<file path="config.mk">
export PLATFORM = sky130hd
export DESIGN_NAME = conv_layer_sequencer_flat
export DESIGN_NICKNAME = d
export VERILOG_FILES = /design/src/rtl/cnn_pkg.sv /design/src/rtl/conv_layer_sequencer_if.sv /design/src/rtl/nest_counter.sv /design/src/rtl/conv_layer_sequencer.sv /design/src/flat_wrapper.sv
export SDC_FILE = /design/constraint.sdc
export NUM_CORES = 1
export LEC_CHECK = 0
export CORE_MARGIN = 8
export CORE_UTILIZATION = 55
export DETAILED_ROUTE_END_ITERATION = 7
export DONT_BUFFER_PORTS = 1
export PLACE_DENSITY = 0.73
export REMOVE_ABC_BUFFERS = 1
export SLEW_MARGIN = 10
export SYNTH_ARGS = -nofsm -noshare
export SYNTH_HDL_FRONTEND = slang
export SYNTH_SLANG_ARGS = --single-unit
export TNS_END_PERCENT = 100
</file>
<file path="constraint.sdc">
create_clock -name clk -period 3.4 [get_ports clk]
set_input_delay 0.34 -clock clk [delete_from_list [all_inputs] [get_ports clk]]
set_output_delay 0.34 -clock clk [all_outputs]
set_load 0.005 [all_outputs]
</file>
<file path="src/rtl/cnn_pkg.sv">
// Shared definitions for the CNN control path: output-size helper,
// sequencer state encoding and counter sizing.
package cnn_pkg;

  // Layer sequencer states.
  typedef enum logic [1:0] {
    IDLE,
    RUN,
    DRAIN,
    DONE
  } seq_state_e;

  // Spatial output size of a valid, stride-1 convolution.
  function automatic int OUTPUT_SIZE(input int in_size, input int k_size);
    return in_size - k_size + 1;
  endfunction

  // Bits needed to hold a counter value in 0..max_val (at least one bit).
  function automatic int cnt_bits(input int max_val);
    return (max_val < 1) ? 1 : $clog2(max_val + 1);
  endfunction

endpackage

</file>
<file path="src/rtl/conv_layer_sequencer_if.sv">
// Control/strobe bundle between the NN controller, the layer sequencer
// and the conv datapath memories.
interface conv_layer_sequencer_if #(
  parameter int ADDR_BITS = 16
);

  logic                 start;
  logic                 stall;
  logic                 busy;
  logic                 done;
  logic [ADDR_BITS-1:0] in_addr;
  logic [ADDR_BITS-1:0] w_addr;
  logic [ADDR_BITS-1:0] b_addr;
  logic                 mac_valid;
  logic                 mac_first;
  logic                 mac_last;
  logic [ADDR_BITS-1:0] out_addr;

  // Sequencer side: takes start/stall, drives addresses and strobes.
  modport master (
    input  start, stall,
    output busy, done, in_addr, w_addr, b_addr,
           mac_valid, mac_first, mac_last, out_addr
  );

  // Controller/datapath side.
  modport slave (
    output start, stall,
    input  busy, done, in_addr, w_addr, b_addr,
           mac_valid, mac_first, mac_last, out_addr
  );

endinterface

</file>
<file path="src/rtl/nest_counter.sv">
// Wrap counter for one level of a loop nest. Counts 0..MAX while enabled,
// wraps to 0, and raises carry on the enabled cycle that wraps so the next
// outer level can be chained on it.
module nest_counter #(
  parameter int MAX   = 1,
  parameter int WIDTH = 1
) (
  input  logic             clk,
  input  logic             rst_n,
  input  logic             clr,
  input  logic             en,
  output logic [WIDTH-1:0] count,
  output logic [WIDTH-1:0] count_nxt,
  output logic             carry
);

  localparam logic [WIDTH-1:0] MAX_V = WIDTH'(MAX);

  assign carry = en && (count == MAX_V);

  // Next count: clear beats enable; a carry wraps back to zero.
  always_comb begin
    // NOTE: assigning a default first keeps every path driven, so no latch is inferred.
    count_nxt = count;
    if (clr) begin
      count_nxt = '0;
    end else if (carry) begin
      count_nxt = '0;
    end else if (en) begin
      count_nxt = count + WIDTH'(1);
    end
  end

  // Count register.
  always_ff @(posedge clk or negedge rst_n) begin
    // NOTE: non-blocking assignment so every flop samples pre-edge values.
    if (!rst_n) begin
      count <= '0;
    end else begin
      count <= count_nxt;
    end
  end

endmodule

</file>
<file path="src/rtl/conv_layer_sequencer.sv">
// Time-multiplexed single-MAC schedule for one conv layer. Walks
// r, c, f, ky, kx, d (outermost first), presents input/weight/bias read
// addresses, and one cycle later (matching the memory read latency) emits
// the MAC strobes and the output write address for the term just read.
module conv_layer_sequencer
  import cnn_pkg::*;
#(
  parameter int INPUT_HEIGHT   = 4,
  parameter int INPUT_WIDTH    = 4,
  parameter int INPUT_DEPTH    = 1,
  parameter int KERNEL_HEIGHT  = 3,
  parameter int KERNEL_WIDTH   = 3,
  parameter int FILTERS_NUMBER = 2,
  parameter int ADDR_BITS      = 16
) (
  input logic                    clk,
  input logic                    rst_n,
  conv_layer_sequencer_if.master bus
);

  localparam int OH = OUTPUT_SIZE(INPUT_HEIGHT, KERNEL_HEIGHT);
  localparam int OW = OUTPUT_SIZE(INPUT_WIDTH, KERNEL_WIDTH);

  // Largest address each output can take.
  localparam longint IN_MAX  = longint'(INPUT_HEIGHT) * INPUT_WIDTH * INPUT_DEPTH - 1;
  localparam longint W_MAX   = longint'(FILTERS_NUMBER) * KERNEL_HEIGHT * KERNEL_WIDTH
                               * INPUT_DEPTH - 1;
  localparam longint OUT_MAX = longint'(OH) * OW * FILTERS_NUMBER - 1;
  localparam longint B_MAX   = longint'(FILTERS_NUMBER) - 1;
  localparam longint A_LIMIT = (longint'(1) << ADDR_BITS) - 1;

  if (ADDR_BITS < 1 || ADDR_BITS > 32) begin : g_bad_addr_bits
    $error("conv_layer_sequencer: ADDR_BITS must be in 1..32");
  end
  if (OH < 1 || OW < 1 || INPUT_DEPTH < 1 || FILTERS_NUMBER < 1) begin : g_bad_shape
    $error("conv_layer_sequencer: kernel larger than input or empty dimension");
  end
  if (IN_MAX > A_LIMIT || W_MAX > A_LIMIT || OUT_MAX > A_LIMIT || B_MAX > A_LIMIT)
  begin : g_addr_overflow
    $error("conv_layer_sequencer: an address maximum does not fit in ADDR_BITS");
  end

  localparam int RW = cnt_bits(OH - 1);
  localparam int CW = cnt_bits(OW - 1);
  localparam int FW = cnt_bits(FILTERS_NUMBER - 1);
  localparam int YW = cnt_bits(KERNEL_HEIGHT - 1);
  localparam int XW = cnt_bits(KERNEL_WIDTH - 1);
  localparam int DW = cnt_bits(INPUT_DEPTH - 1);

  seq_state_e state_q, next_state;

  logic start_layer;
  logic fire;
  logic load_addr;

  logic [RW-1:0] r_q, r_nxt;
  logic [CW-1:0] c_q, c_nxt;
  logic [FW-1:0] f_q, f_nxt;
  logic [YW-1:0] y_q, y_nxt;
  logic [XW-1:0] x_q, x_nxt;
  logic [DW-1:0] d_q, d_nxt;
  logic          r_co, c_co, f_co, y_co, x_co, d_co;

  logic [ADDR_BITS-1:0] in_addr_d, w_addr_d, b_addr_d, out_addr_d;
  logic [ADDR_BITS-1:0] in_addr_q, w_addr_q, b_addr_q, out_addr_q;
  logic                 busy_q, done_q;
  logic                 mac_valid_q, mac_first_q, mac_last_q;

  assign start_layer = (state_q == IDLE) && bus.start;
  assign fire        = (state_q == RUN) && !bus.stall;

  // The final fire leaves the addresses on the last term so that an idle
  // sequencer still shows where it finished.
  assign load_addr   = start_layer || (fire && !r_co);

  // Loop nest, innermost (d) first; each level steps on the carry of the one inside.
  nest_counter #(.MAX(INPUT_DEPTH - 1), .WIDTH(DW)) u_cnt_d (
    .clk(clk), .rst_n(rst_n), .clr(start_layer), .en(fire),
    .count(d_q), .count_nxt(d_nxt), .carry(d_co)
  );
  nest_counter #(.MAX(KERNEL_WIDTH - 1), .WIDTH(XW)) u_cnt_x (
    .clk(clk), .rst_n(rst_n), .clr(start_layer), .en(d_co),
    .count(x_q), .count_nxt(x_nxt), .carry(x_co)
  );
  nest_counter #(.MAX(KERNEL_HEIGHT - 1), .WIDTH(YW)) u_cnt_y (
    .clk(clk), .rst_n(rst_n), .clr(start_layer), .en(x_co),
    .count(y_q), .count_nxt(y_nxt), .carry(y_co)
  );
  nest_counter #(.MAX(FILTERS_NUMBER - 1), .WIDTH(FW)) u_cnt_f (
    .clk(clk), .rst_n(rst_n), .clr(start_layer), .en(y_co),
    .count(f_q), .count_nxt(f_nxt), .carry(f_co)
  );
  nest_counter #(.MAX(OW - 1), .WIDTH(CW)) u_cnt_c (
    .clk(clk), .rst_n(rst_n), .clr(start_layer), .en(f_co),
    .count(c_q), .count_nxt(c_nxt), .carry(c_co)
  );
  nest_counter #(.MAX(OH - 1), .WIDTH(RW)) u_cnt_r (
    .clk(clk), .rst_n(rst_n), .clr(start_layer), .en(c_co),
    .count(r_q), .count_nxt(r_nxt), .carry(r_co)
  );

  // Read addresses for the index the counters move to; output address for
  // the index being fired now. Truncation to ADDR_BITS is intentional.
  assign in_addr_d = ADDR_BITS'(((32'(r_nxt) + 32'(y_nxt)) * 32'(INPUT_WIDTH)
                                 + 32'(c_nxt) + 32'(x_nxt)) * 32'(INPUT_DEPTH)
                                + 32'(d_nxt));
  assign w_addr_d  = ADDR_BITS'(((32'(f_nxt) * 32'(KERNEL_HEIGHT) + 32'(y_nxt))
                                 * 32'(KERNEL_WIDTH) + 32'(x_nxt)) * 32'(INPUT_DEPTH)
                                + 32'(d_nxt));
  assign b_addr_d  = ADDR_BITS'(32'(f_nxt));
  assign out_addr_d = ADDR_BITS'((32'(r_q) * 32'(OW) + 32'(c_q)) * 32'(FILTERS_NUMBER)
                                 + 32'(f_q));

  // State register.
  always_ff @(posedge clk or negedge rst_n) begin
    if (!rst_n) begin
      state_q <= IDLE;
    end else begin
      state_q <= next_state;
    end
  end

  // Next-state logic; start outside IDLE and stall outside RUN are ignored.
  always_comb begin
    next_state = state_q;
    unique case (state_q)
      IDLE:    if (bus.start) next_state = RUN;
      RUN:     if (fire && r_co) next_state = DRAIN;
      DRAIN:   next_state = DONE;
      DONE:    next_state = IDLE;
      default: next_state = IDLE;
    endcase
  end

  // Registered status: busy through RUN and DRAIN, done for the DONE cycle.
  always_ff @(posedge clk or negedge rst_n) begin
    if (!rst_n) begin
      busy_q <= 1'b0;
      done_q <= 1'b0;
    end else begin
      busy_q <= (next_state == RUN) || (next_state == DRAIN);
      done_q <= (next_state == DONE);
    end
  end

  // Read-address registers; they hold across stalls so the memory re-reads.
  always_ff @(posedge clk or negedge rst_n) begin
    if (!rst_n) begin
      in_addr_q <= '0;
      w_addr_q  <= '0;
      b_addr_q  <= '0;
    end else if (load_addr) begin
      in_addr_q <= in_addr_d;
      w_addr_q  <= w_addr_d;
      b_addr_q  <= b_addr_d;
    end
  end

  // One-stage strobe pipeline aligned to the memory read latency.
  always_ff @(posedge clk or negedge rst_n) begin
    if (!rst_n) begin
      mac_valid_q <= 1'b0;
      mac_first_q <= 1'b0;
      mac_last_q  <= 1'b0;
      out_addr_q  <= '0;
    end else begin
      mac_valid_q <= fire;
      mac_first_q <= fire && (d_q == '0) && (x_q == '0) && (y_q == '0);
      mac_last_q  <= y_co;
      if (fire) begin
        out_addr_q <= out_addr_d;
      end
    end
  end

  assign bus.busy      = busy_q;
  assign bus.done      = done_q;
  assign bus.in_addr   = in_addr_q;
  assign bus.w_addr    = w_addr_q;
  assign bus.b_addr    = b_addr_q;
  assign bus.mac_valid = mac_valid_q;
  assign bus.mac_first = mac_first_q;
  assign bus.mac_last  = mac_last_q;
  assign bus.out_addr  = out_addr_q;

endmodule
</file>
<file path="src/flat_wrapper.sv">
// flat-port wrapper written by rule: the top's interface ports become plain ports
module conv_layer_sequencer_flat import cnn_pkg::*;
#(
  parameter int INPUT_HEIGHT   = 4,
  parameter int INPUT_WIDTH    = 4,
  parameter int INPUT_DEPTH    = 1,
  parameter int KERNEL_HEIGHT  = 3,
  parameter int KERNEL_WIDTH   = 3,
  parameter int FILTERS_NUMBER = 2,
  parameter int ADDR_BITS      = 16
)
  (clk, rst_n, bus_start, bus_stall, bus_busy, bus_done, bus_in_addr, bus_w_addr, bus_b_addr, bus_mac_valid, bus_mac_first, bus_mac_last, bus_out_addr);
  conv_layer_sequencer_if #(.ADDR_BITS(ADDR_BITS)) bus_i ();
  input logic clk;
  input logic rst_n;
  input wire logic [$bits(bus_i.start)-1:0] bus_start;
  input wire logic [$bits(bus_i.stall)-1:0] bus_stall;
  output wire logic [$bits(bus_i.busy)-1:0] bus_busy;
  output wire logic [$bits(bus_i.done)-1:0] bus_done;
  output wire logic [$bits(bus_i.in_addr)-1:0] bus_in_addr;
  output wire logic [$bits(bus_i.w_addr)-1:0] bus_w_addr;
  output wire logic [$bits(bus_i.b_addr)-1:0] bus_b_addr;
  output wire logic [$bits(bus_i.mac_valid)-1:0] bus_mac_valid;
  output wire logic [$bits(bus_i.mac_first)-1:0] bus_mac_first;
  output wire logic [$bits(bus_i.mac_last)-1:0] bus_mac_last;
  output wire logic [$bits(bus_i.out_addr)-1:0] bus_out_addr;
  assign bus_i.start = bus_start;
  assign bus_i.stall = bus_stall;
  assign bus_busy = bus_i.busy;
  assign bus_done = bus_i.done;
  assign bus_in_addr = bus_i.in_addr;
  assign bus_w_addr = bus_i.w_addr;
  assign bus_b_addr = bus_i.b_addr;
  assign bus_mac_valid = bus_i.mac_valid;
  assign bus_mac_first = bus_i.mac_first;
  assign bus_mac_last = bus_i.mac_last;
  assign bus_out_addr = bus_i.out_addr;
  conv_layer_sequencer #(.INPUT_HEIGHT(INPUT_HEIGHT), .INPUT_WIDTH(INPUT_WIDTH), .INPUT_DEPTH(INPUT_DEPTH), .KERNEL_HEIGHT(KERNEL_HEIGHT), .KERNEL_WIDTH(KERNEL_WIDTH), .FILTERS_NUMBER(FILTERS_NUMBER), .ADDR_BITS(ADDR_BITS)) u_core (.clk(clk), .rst_n(rst_n), .bus(bus_i));
endmodule
</file>
## Yosys cells after proc, flatten, opt, wreduce, memory -nomap -nowiden

Cells that the tools add are included.

| storage, ports and cells | value |
|---|---|
| bits in registers | 64 |
| word-level logic and storage cells | 82 |
| output and inout bits | 69 |
| bits of input ports | 4 |

| operators by class | value |
|---|---|
| $mul | 2 |
| eq/ne operators | 8 |
| bitwise logic cells | 1 |
| muxes and demuxes | 21 |
| add/subtract/negate cells | 15 |
| reduce and logical (&&, ||, !) cells | 19 |

Operator list:

| operator | number |
|---|---|
| 16-bit by 1-bit adder with 16-bit output | 4 |
| 16-bit by 2-bit adder with 16-bit output | 2 |
| 32-bit by 2-bit multiplier with 16-bit output, second input constant | 1 |
| 2-bit 2-to-1 mux | 8 |
| 2-bit equality test, second input constant | 6 |
| 1-bit logical AND | 12 |
| 1-bit 2-to-1 mux | 12 |
| 2-bit one-hot mux with 4 select lines | 1 |
| 2-bit logical NOT | 3 |
| 1-bit adder, second input constant | 4 |
| 2-bit by 1-bit adder with 2-bit output, second input constant | 2 |
| 3-bit by 2-bit adder with 4-bit output | 1 |
| 2-bit by 1-bit equality test with 1-bit output, second input constant | 2 |
| 1-bit by 2-bit adder with 3-bit output | 1 |
| 2-bit by 1-bit adder with 3-bit output | 1 |
| 1-bit by 2-bit multiplier with 3-bit output, second input constant | 1 |
| 1-bit logical NOT | 2 |
| 1-bit logical OR | 2 |
| 1-bit NOT | 1 |

## Depth between registers and ports, before layout

| depth | value |
|---|---|
| depth after elaboration | 14 |
| mapped depth | 16 |
| mapped depth without buffers | 16 |

## Modules after synthesis

From an unflattened synthesis, not the netlist that was laid out.

| unflattened totals | value |
|---|---|
| cells, all modules | 183 |
| area total of the unflattened synthesis | 1974.4 um^2 |

Modules (own cells, without submodules):

| module | area each (um^2) | cells each | times used | seq. area each (um^2) |
|---|---|---|---|---|
| conv_layer_sequencer | 1556.5 | 151 | 1 | 550.5 |
| nest_counter at u_core.u_cnt_x ... | 108.9 | 10 | 2 | 50.0 |
| nest_counter at u_core.u_cnt_c ... | 51.3 | 3 | 3 | 25.0 |
| nest_counter at u_core.u_cnt_d | 46.3 | 3 | 1 | 25.0 |

## Worst setup path before layout

OpenSTA, ideal clock, no wires.

| timing path | value |
|---|---|
| kind | reg-to-reg |
| from | register u_core.state_q[1] |
| to | register u_core.w_addr_q[4], in the netlist u_core.bus.w_addr[4] |
| arrival time | 3550 ps |
| library setup time | 66 ps |
| path buffers | 1 |
| slack | -215 ps |
| required time | 3334 ps |
| clock period less this slack | 3615 ps |
| stages on the path, launching flop included | 17 |
| path through | dfrtp_1 > buf_6 > nor3b_4 > nand3b_4 > nor2_1 > ha_1 > nor2b_1 > ha_1 > fa_1 > xor2_1 > ha_1 > inv_1 > fa_1 > nand2b_1 > a21oi_1 > o21ai_0 > nand2_1 |

| between the ends | value |
|---|---|
| cells in the longest elaborated chain, start to end | 13 |
| elaborated cells between the ends (all ways) | 30 |
| those cells by class | add/sub (3); mul (2); eq/ne (1); mux (12); reduce/logical (12) |

RTL lines:

| item | RTL line | RTL |
|---|---|---|
| from (decl) | conv_layer_sequencer.sv:50 | `seq_state_e state_q, next_state;` |
| from (signal assigned) | conv_layer_sequencer.sv:119 | `state_q <= next_state;` |
| 2-bit by 1-bit equality test with 1-bit output (*) | conv_layer_sequencer.sv:70 | `assign fire = (state_q == RUN) && !bus.stall;` |
| 1-bit logical AND (*) | conv_layer_sequencer.sv:70 |  |
| named net u_core.fire | conv_layer_sequencer.sv:53 | `logic fire;` |
| 1-bit logical AND (*) (3 in series) | nest_counter.sv:19 | `assign carry = en && (count == MAX_V);` |
| named net u_core.u_cnt_f.en | nest_counter.sv:11 | `input logic en,` |
| 1-bit 2-to-1 mux or 1-bit logical AND (tied branches) | nest_counter.sv:29, nest_counter.sv:19 |  |
| 1-bit 2-to-1 mux (*) | nest_counter.sv:27 | `end else if (carry) begin` |
| 1-bit 2-to-1 mux (*) | nest_counter.sv:25 | `if (clr) begin` |
| named net u_core.f_nxt | conv_layer_sequencer.sv:58 | `logic [FW-1:0] f_q, f_nxt;` |
| 1-bit by 2-bit multiplier with 3-bit output (*) | conv_layer_sequencer.sv:107 | `assign w_addr_d = ADDR_BITS'(((32'(f_nxt) * 32'(KERNEL_HEIGHT) + 32'(y_nxt))` |
| 3-bit by 2-bit adder with 4-bit output (*) | conv_layer_sequencer.sv:107 |  |
| 32-bit by 2-bit multiplier with 16-bit output (*) | conv_layer_sequencer.sv:108 | `* 32'(KERNEL_WIDTH) + 32'(x_nxt)) * 32'(INPUT_DEPTH)` |
| 16-bit by 2-bit adder with 16-bit output (*) | conv_layer_sequencer.sv:108 |  |
| 16-bit by 1-bit adder with 16-bit output (*) | conv_layer_sequencer.sv:109 | `+ 32'(d_nxt));` |
| to (signal assigned) | conv_layer_sequencer.sv:154 | `w_addr_q <= w_addr_d;` |
| to (decl) | conv_layer_sequencer.sv:65 | `logic [ADDR_BITS-1:0] in_addr_q, w_addr_q, b_addr_q, out_addr_q;` |

Mark *: on every way through the listed nets, which the timed path passes. The rest lies on a longest branch.
A chain may end at the register's enable or synchronous reset.

## Worst setup path after layout

| timing path | value |
|---|---|
| from | register u_core.state_q[1] |
| to | register u_core.w_addr_q[3], in the netlist u_core.bus.w_addr[3] |

| between the ends | value |
|---|---|
| elaborated cells between the ends (all ways) | 30 |
| those cells by class | add/sub (3); mul (2); eq/ne (1); mux (12); reduce/logical (12) |

RTL lines:

| item | RTL line | RTL |
|---|---|---|
| 2-bit by 1-bit equality test with 1-bit output (*) | conv_layer_sequencer.sv:70 |  |
| 1-bit logical AND (*) | conv_layer_sequencer.sv:70 |  |
| named net u_core.fire | conv_layer_sequencer.sv:53 |  |
| 1-bit logical AND (*) (2 in series) | nest_counter.sv:19 |  |
| 2-bit 2-to-1 mux or 1-bit logical AND (tied branches) | nest_counter.sv:29, nest_counter.sv:19 |  |
| 2-bit 2-to-1 mux (*) | nest_counter.sv:27 |  |
| 2-bit 2-to-1 mux (*) | nest_counter.sv:25 |  |
| named net u_core.u_cnt_y.count_nxt[0] | nest_counter.sv:13 | `output logic [WIDTH-1:0] count_nxt,` |
| 3-bit by 2-bit adder with 4-bit output (*) | conv_layer_sequencer.sv:107 |  |
| 32-bit by 2-bit multiplier with 16-bit output (*) | conv_layer_sequencer.sv:108 |  |
| 16-bit by 2-bit adder with 16-bit output (*) | conv_layer_sequencer.sv:108 |  |
| 16-bit by 1-bit adder with 16-bit output (*) | conv_layer_sequencer.sv:109 |  |

Marks and branches as above.

==> reports/summary.md <==
## Synth
- **share of the synthesized area in the top cell type** 38.1%
- **top area cells in the synthesized netlist** sky130_fd_sc_hd__dfrtp_1, sky130_fd_sc_hd__buf_4, sky130_fd_sc_hd__ha_1
- **main flop type after synthesis** sky130_fd_sc_hd__dfrtp_1
- **number of storage elements in the synthesis netlist** 30
- **netlist area before placement** 0.00197 mm^2
- **leading area contributor after synthesis** sky130_fd_sc_hd__dfrtp_1
- **Yosys warning total** 0
- **Post-synth EDFFs** 0
- **proportion of synthesized chip area in sequential cells** 38.1%
- **Avg Cell Area, Syn** 10.3 um^2
- **Post-Synthesis Cells** 192
- **asr flop ratio synth** 100%
- **synth unique cells** 35

## Critical path
- **Buf+Inv Stages, Crit Path** 0
- **endpoint required time on the critical path** 3610 ps
- **critical path's largest stage delay** 440 ps
- **largest delay contributor family on the critical path** adder cells
- **critical path capture point type** register
- **slowest library cell on the worst path** sky130_fd_sc_hd__fa_1
- **CP cell instances** nor3b_4, nand3b_4, or3_4, a21oi_4, ha_2, fa_1, xor2_1, ha_1, ha_1, a21o_1, a21oi_2, xnor2_1, o21ai_1
- **crit start category** register
- **category of the most critical setup path** register to register
- **CP arrival** 3600 ps
- **Critical Path Fanout Max** 4
- **dominant cell type by count on the critical path** sky130_fd_sc_hd__ha_1

## Timing
- **transition time at the pin with the least slew margin** 592 ps
- **worst-case headroom to the max-slew limit** 60.4%
- **worst-case clock skew** 5.36 ps
- **sum of negative setup slack** 0 ps
- **final clock period utilization by the worst path** 99.6%
- **Max Clk Rate** 0.295 GHz
- **shortest clock period the worst path allows after layout** 3390 ps
- **Final Max Tran Viols** 0
- **# setup viols final** 0
- **Fin. Hold Viols** 0
- **Final Hold Slack** 131 ps
- **setup repair after global routing missed its margin** yes
- **worst setup margin** 12.7 ps

## Pwr
- **total power density per cell area** 901 mW/mm^2
- **combinational power share** 58.0%
- **portion of total power attributed to sequential cells** 28.2%
- **overall power** 1.92 mW
- **clock network fraction of design power** 13.8%
- **worst ir drop on vdd** 0.784 mV
- **switching power total** 785 uW
- **switch share** 40.8%
- **internal portion of total power** 1.14 mW
- **Leakage Power** 1.16 nW

## Global routing
- **number of global-route vias before repair** 1225
- **overall track demand over capacity in global routing** 13.3%
- **antenna violations before repair** 0
- **global-route wire length before repair** 5720 um
- **pin count of the biggest net entering global routing** 31
- **total congestion overflow after global routing** 0

## Clocking
- **CTS H-tree lvls** 2
- **number of buffers on the longest clock path** 2
- **clk slew on worst S/H paths** 90 ps
- **number of clock sinks** 30
- **later-pin clock latency in the skew report** 330 ps
- **total clock buffers created by CTS** 5
- **Root Buffer** sky130_fd_sc_hd__clkbuf_4
- **clock tree from TritonCTS** yes

## Finish
- **filler-free cell count of the finished design** 263
- **number of nets in the finished design** 240
- **diodes inserted** 0
- **fraction of layout cells with a size suffix above 1** 20.3%
- **area growth from synthesis to final layout** 8.25%
- **Finished Cell Area** 0.00213 mm^2
- **final core utilization** 63.0%

## Floorplanning
- **area of the die** 0.00576 mm^2
- **Die H** 75.9 um
- **width of the die** 75.9 um
- **initial cell density of the core** 58.2%
- **row count** 21
- **core outline area** 0.00339 mm^2
- **total I/O pin count** 73

## Route
- **Routed Antenna Nets** 0
- **Total Routed Length** 3720 um
- **drt wl/cell** 14.1 um
- **number of detailed-routing iterations run before antenna repair** 4
- **DRC Markers** 0
- **total via count after detailed routing** 1232
- **detail-routed via count per cell** 4.68
- **1st-iter DRT viols** 60

## Placed design
- **weighted congestion reported at the end of routability-driven placement** 0.820
- **worst slack, placed** -153 ps
- **sum of net half-perimeters after detailed placement** 2780 um
- **area after detailed placement** 0.00194 mm^2
- **placed insts** 250
- **number of buffer cells added on primary ports** 0

## Worst hold path
- **min-delay worst type** input port to register

## Job
- **number of max-cap violations** 0

## Status
- **result of the run** finished, final reports clean

==> Yosys cell counts, types with 2 or more instances <==
library cell	instances
sky130_fd_sc_hd__mux2_2	3
sky130_fd_sc_hd__nor2_1	9
sky130_fd_sc_hd__dfrtp_1	30
sky130_fd_sc_hd__xor2_1	3
sky130_fd_sc_hd__or3b_1	2
sky130_fd_sc_hd__o21ai_1	2
sky130_fd_sc_hd__inv_1	9
sky130_fd_sc_hd__nand2b_1	3
sky130_fd_sc_hd__nand4_1	2
sky130_fd_sc_hd__fa_1	3
sky130_fd_sc_hd__buf_4	49
sky130_fd_sc_hd__a21o_1	4
sky130_fd_sc_hd__nor2b_1	5
sky130_fd_sc_hd__o21ai_0	6
sky130_fd_sc_hd__mux2i_1	2
sky130_fd_sc_hd__ha_1	17
sky130_fd_sc_hd__xnor2_1	3
sky130_fd_sc_hd__a21oi_1	5
sky130_fd_sc_hd__nand2_1	18
sky130_fd_sc_hd__or3_1	2
==> flip-flops by register name, indices dropped and copies added, names as in the netlist <==
signal and count:
u_core.u_cnt_y.count 2, u_core.bus.in_addr 6, u_core.bus.mac_valid 1, u_core.u_cnt_x.count 2, u_core.u_cnt_c.count 1, u_core.bus.w_addr 5
u_core.bus.done 1, u_core.state_q 2, u_core.u_cnt_f.count 1, u_core.bus.mac_last 1, u_core.bus.out_addr 3, u_core.bus.mac_first 1
u_core.bus.b_addr 1, u_core.bus.busy 1, u_core.u_cnt_d.count 1, u_core.u_cnt_r.count 1
==> final timing paths <==
| path | startpoint | endpoint | slack (ps) | cells past startpoint |
|---|---|---|---|---|
| max | u_core.state_q[1]$_DFF_PN0_ | u_core.bus.w_addr[3]$_DFFE_PN0P_ | 10 | 13 |
| min | bus_start | u_core.bus.busy$_DFF_PN0_ | 130 | 2 |
| max reg2reg | u_core.state_q[1]$_DFF_PN0_ | u_core.bus.w_addr[3]$_DFFE_PN0P_ | 10 | 13 |
| min reg2reg | u_core.bus.in_addr[1]$_DFFE_PN0P_ | u_core.bus.in_addr[1]$_DFFE_PN0P_ | 520 | 2 |
| max in group asynchronous | rst_n | u_core.state_q[1]$_DFF_PN0_ | 2810 | 2 |
| min in group asynchronous | rst_n | u_core.bus.in_addr[4]$_DFFE_PN0P_ | 430 | 2 |
==> power by group through the flow <==
stage               clock network, mW  logic (mW)  registers, mW
finish                          0.265        1.11          0.543
global placement                    0       0.914          0.550
detailed placement                  0       0.955          0.551
global route                    0.288        1.27          0.557
floorplan                           0       0.705          0.526
CTS                             0.272        1.01          0.543
==> cell usage in the layout, fill, tap and decap left out, types with 4 or more instances in the layout <==
| cell type | count |
|---|---|
| sky130_fd_sc_hd__a21o_1 | 4 |
| sky130_fd_sc_hd__inv_1 | 9 |
| sky130_fd_sc_hd__buf_4 | 18 |
| sky130_fd_sc_hd__dfrtp_1 | 30 |
| sky130_fd_sc_hd__nor2b_1 | 4 |
| sky130_fd_sc_hd__clkbuf_4 | 5 |
| sky130_fd_sc_hd__o21ai_0 | 4 |
| sky130_fd_sc_hd__nand2_1 | 18 |
| sky130_fd_sc_hd__nor2_1 | 8 |
| sky130_fd_sc_hd__ha_1 | 15 |
| sky130_fd_sc_hd__conb_1 | 49 |
| sky130_fd_sc_hd__o21ai_1 | 4 |
==> routing by layer <==
metal / vias to the layer above / global-route usage, % / part of all wire [%]
li1: 585 / - / -
met2: 53 / 22.1 / 50
met1: 586 / 15.1 / 40
met3: 8 / 4.47 / 7.4
met4: 0 / 5.97 / 2.4
met5: - / 0 / 0
==> cell type report <==
class	instances	area, um^2
Inverter	9	33.8
Multi-Input combinational cell	150	1050
Clock buffer	8	78.8
Sequential cell	30	751
Timing Repair Buffer	20	165
Fill cell	281	1250
Tap cell	46	57.6
==> timing repair <==
action | 4_1_cts | 5_1_grt
endpoints found under the hold margin | 30 | 0
pin swaps | 12 | 11
endpoints found under the setup margin | 3 | 4
hold buffers | 2 | 0
setup buffers | 2 | 1
gates resized for setup | 8 | 7
==> worst reg2reg max path, delay by kind of cell, from the launching register on <==
family | cells | cell delay (ps)
adder cells (fa/ha/maj) | 4 | 1190
AND/OR/NAND/NOR | 3 | 780
AO/OA/AOI/OAI | 4 | 560
flip-flops | 1 | 420
XOR/XNOR | 2 | 310
==> cells by family after synthesis <==
| family | count (synthesis) | share of synthesized area [%] |
|---|---|---|
| AOI/OAI and AO/OA | 21 | 6.47 |
| xor gates and xnor gates | 6 | 2.67 |
| adders and majority gates | 20 | 13.8 |
| buffers and inverters | 60 | 21.1 |
| DFF | 30 | 38.1 |
| muxes | 5 | 2.73 |
| other | 1 | 0.190 |
| and+or+nand+nor | 49 | 14.9 |
Note: power is estimated with default switching activity, not from simulation.
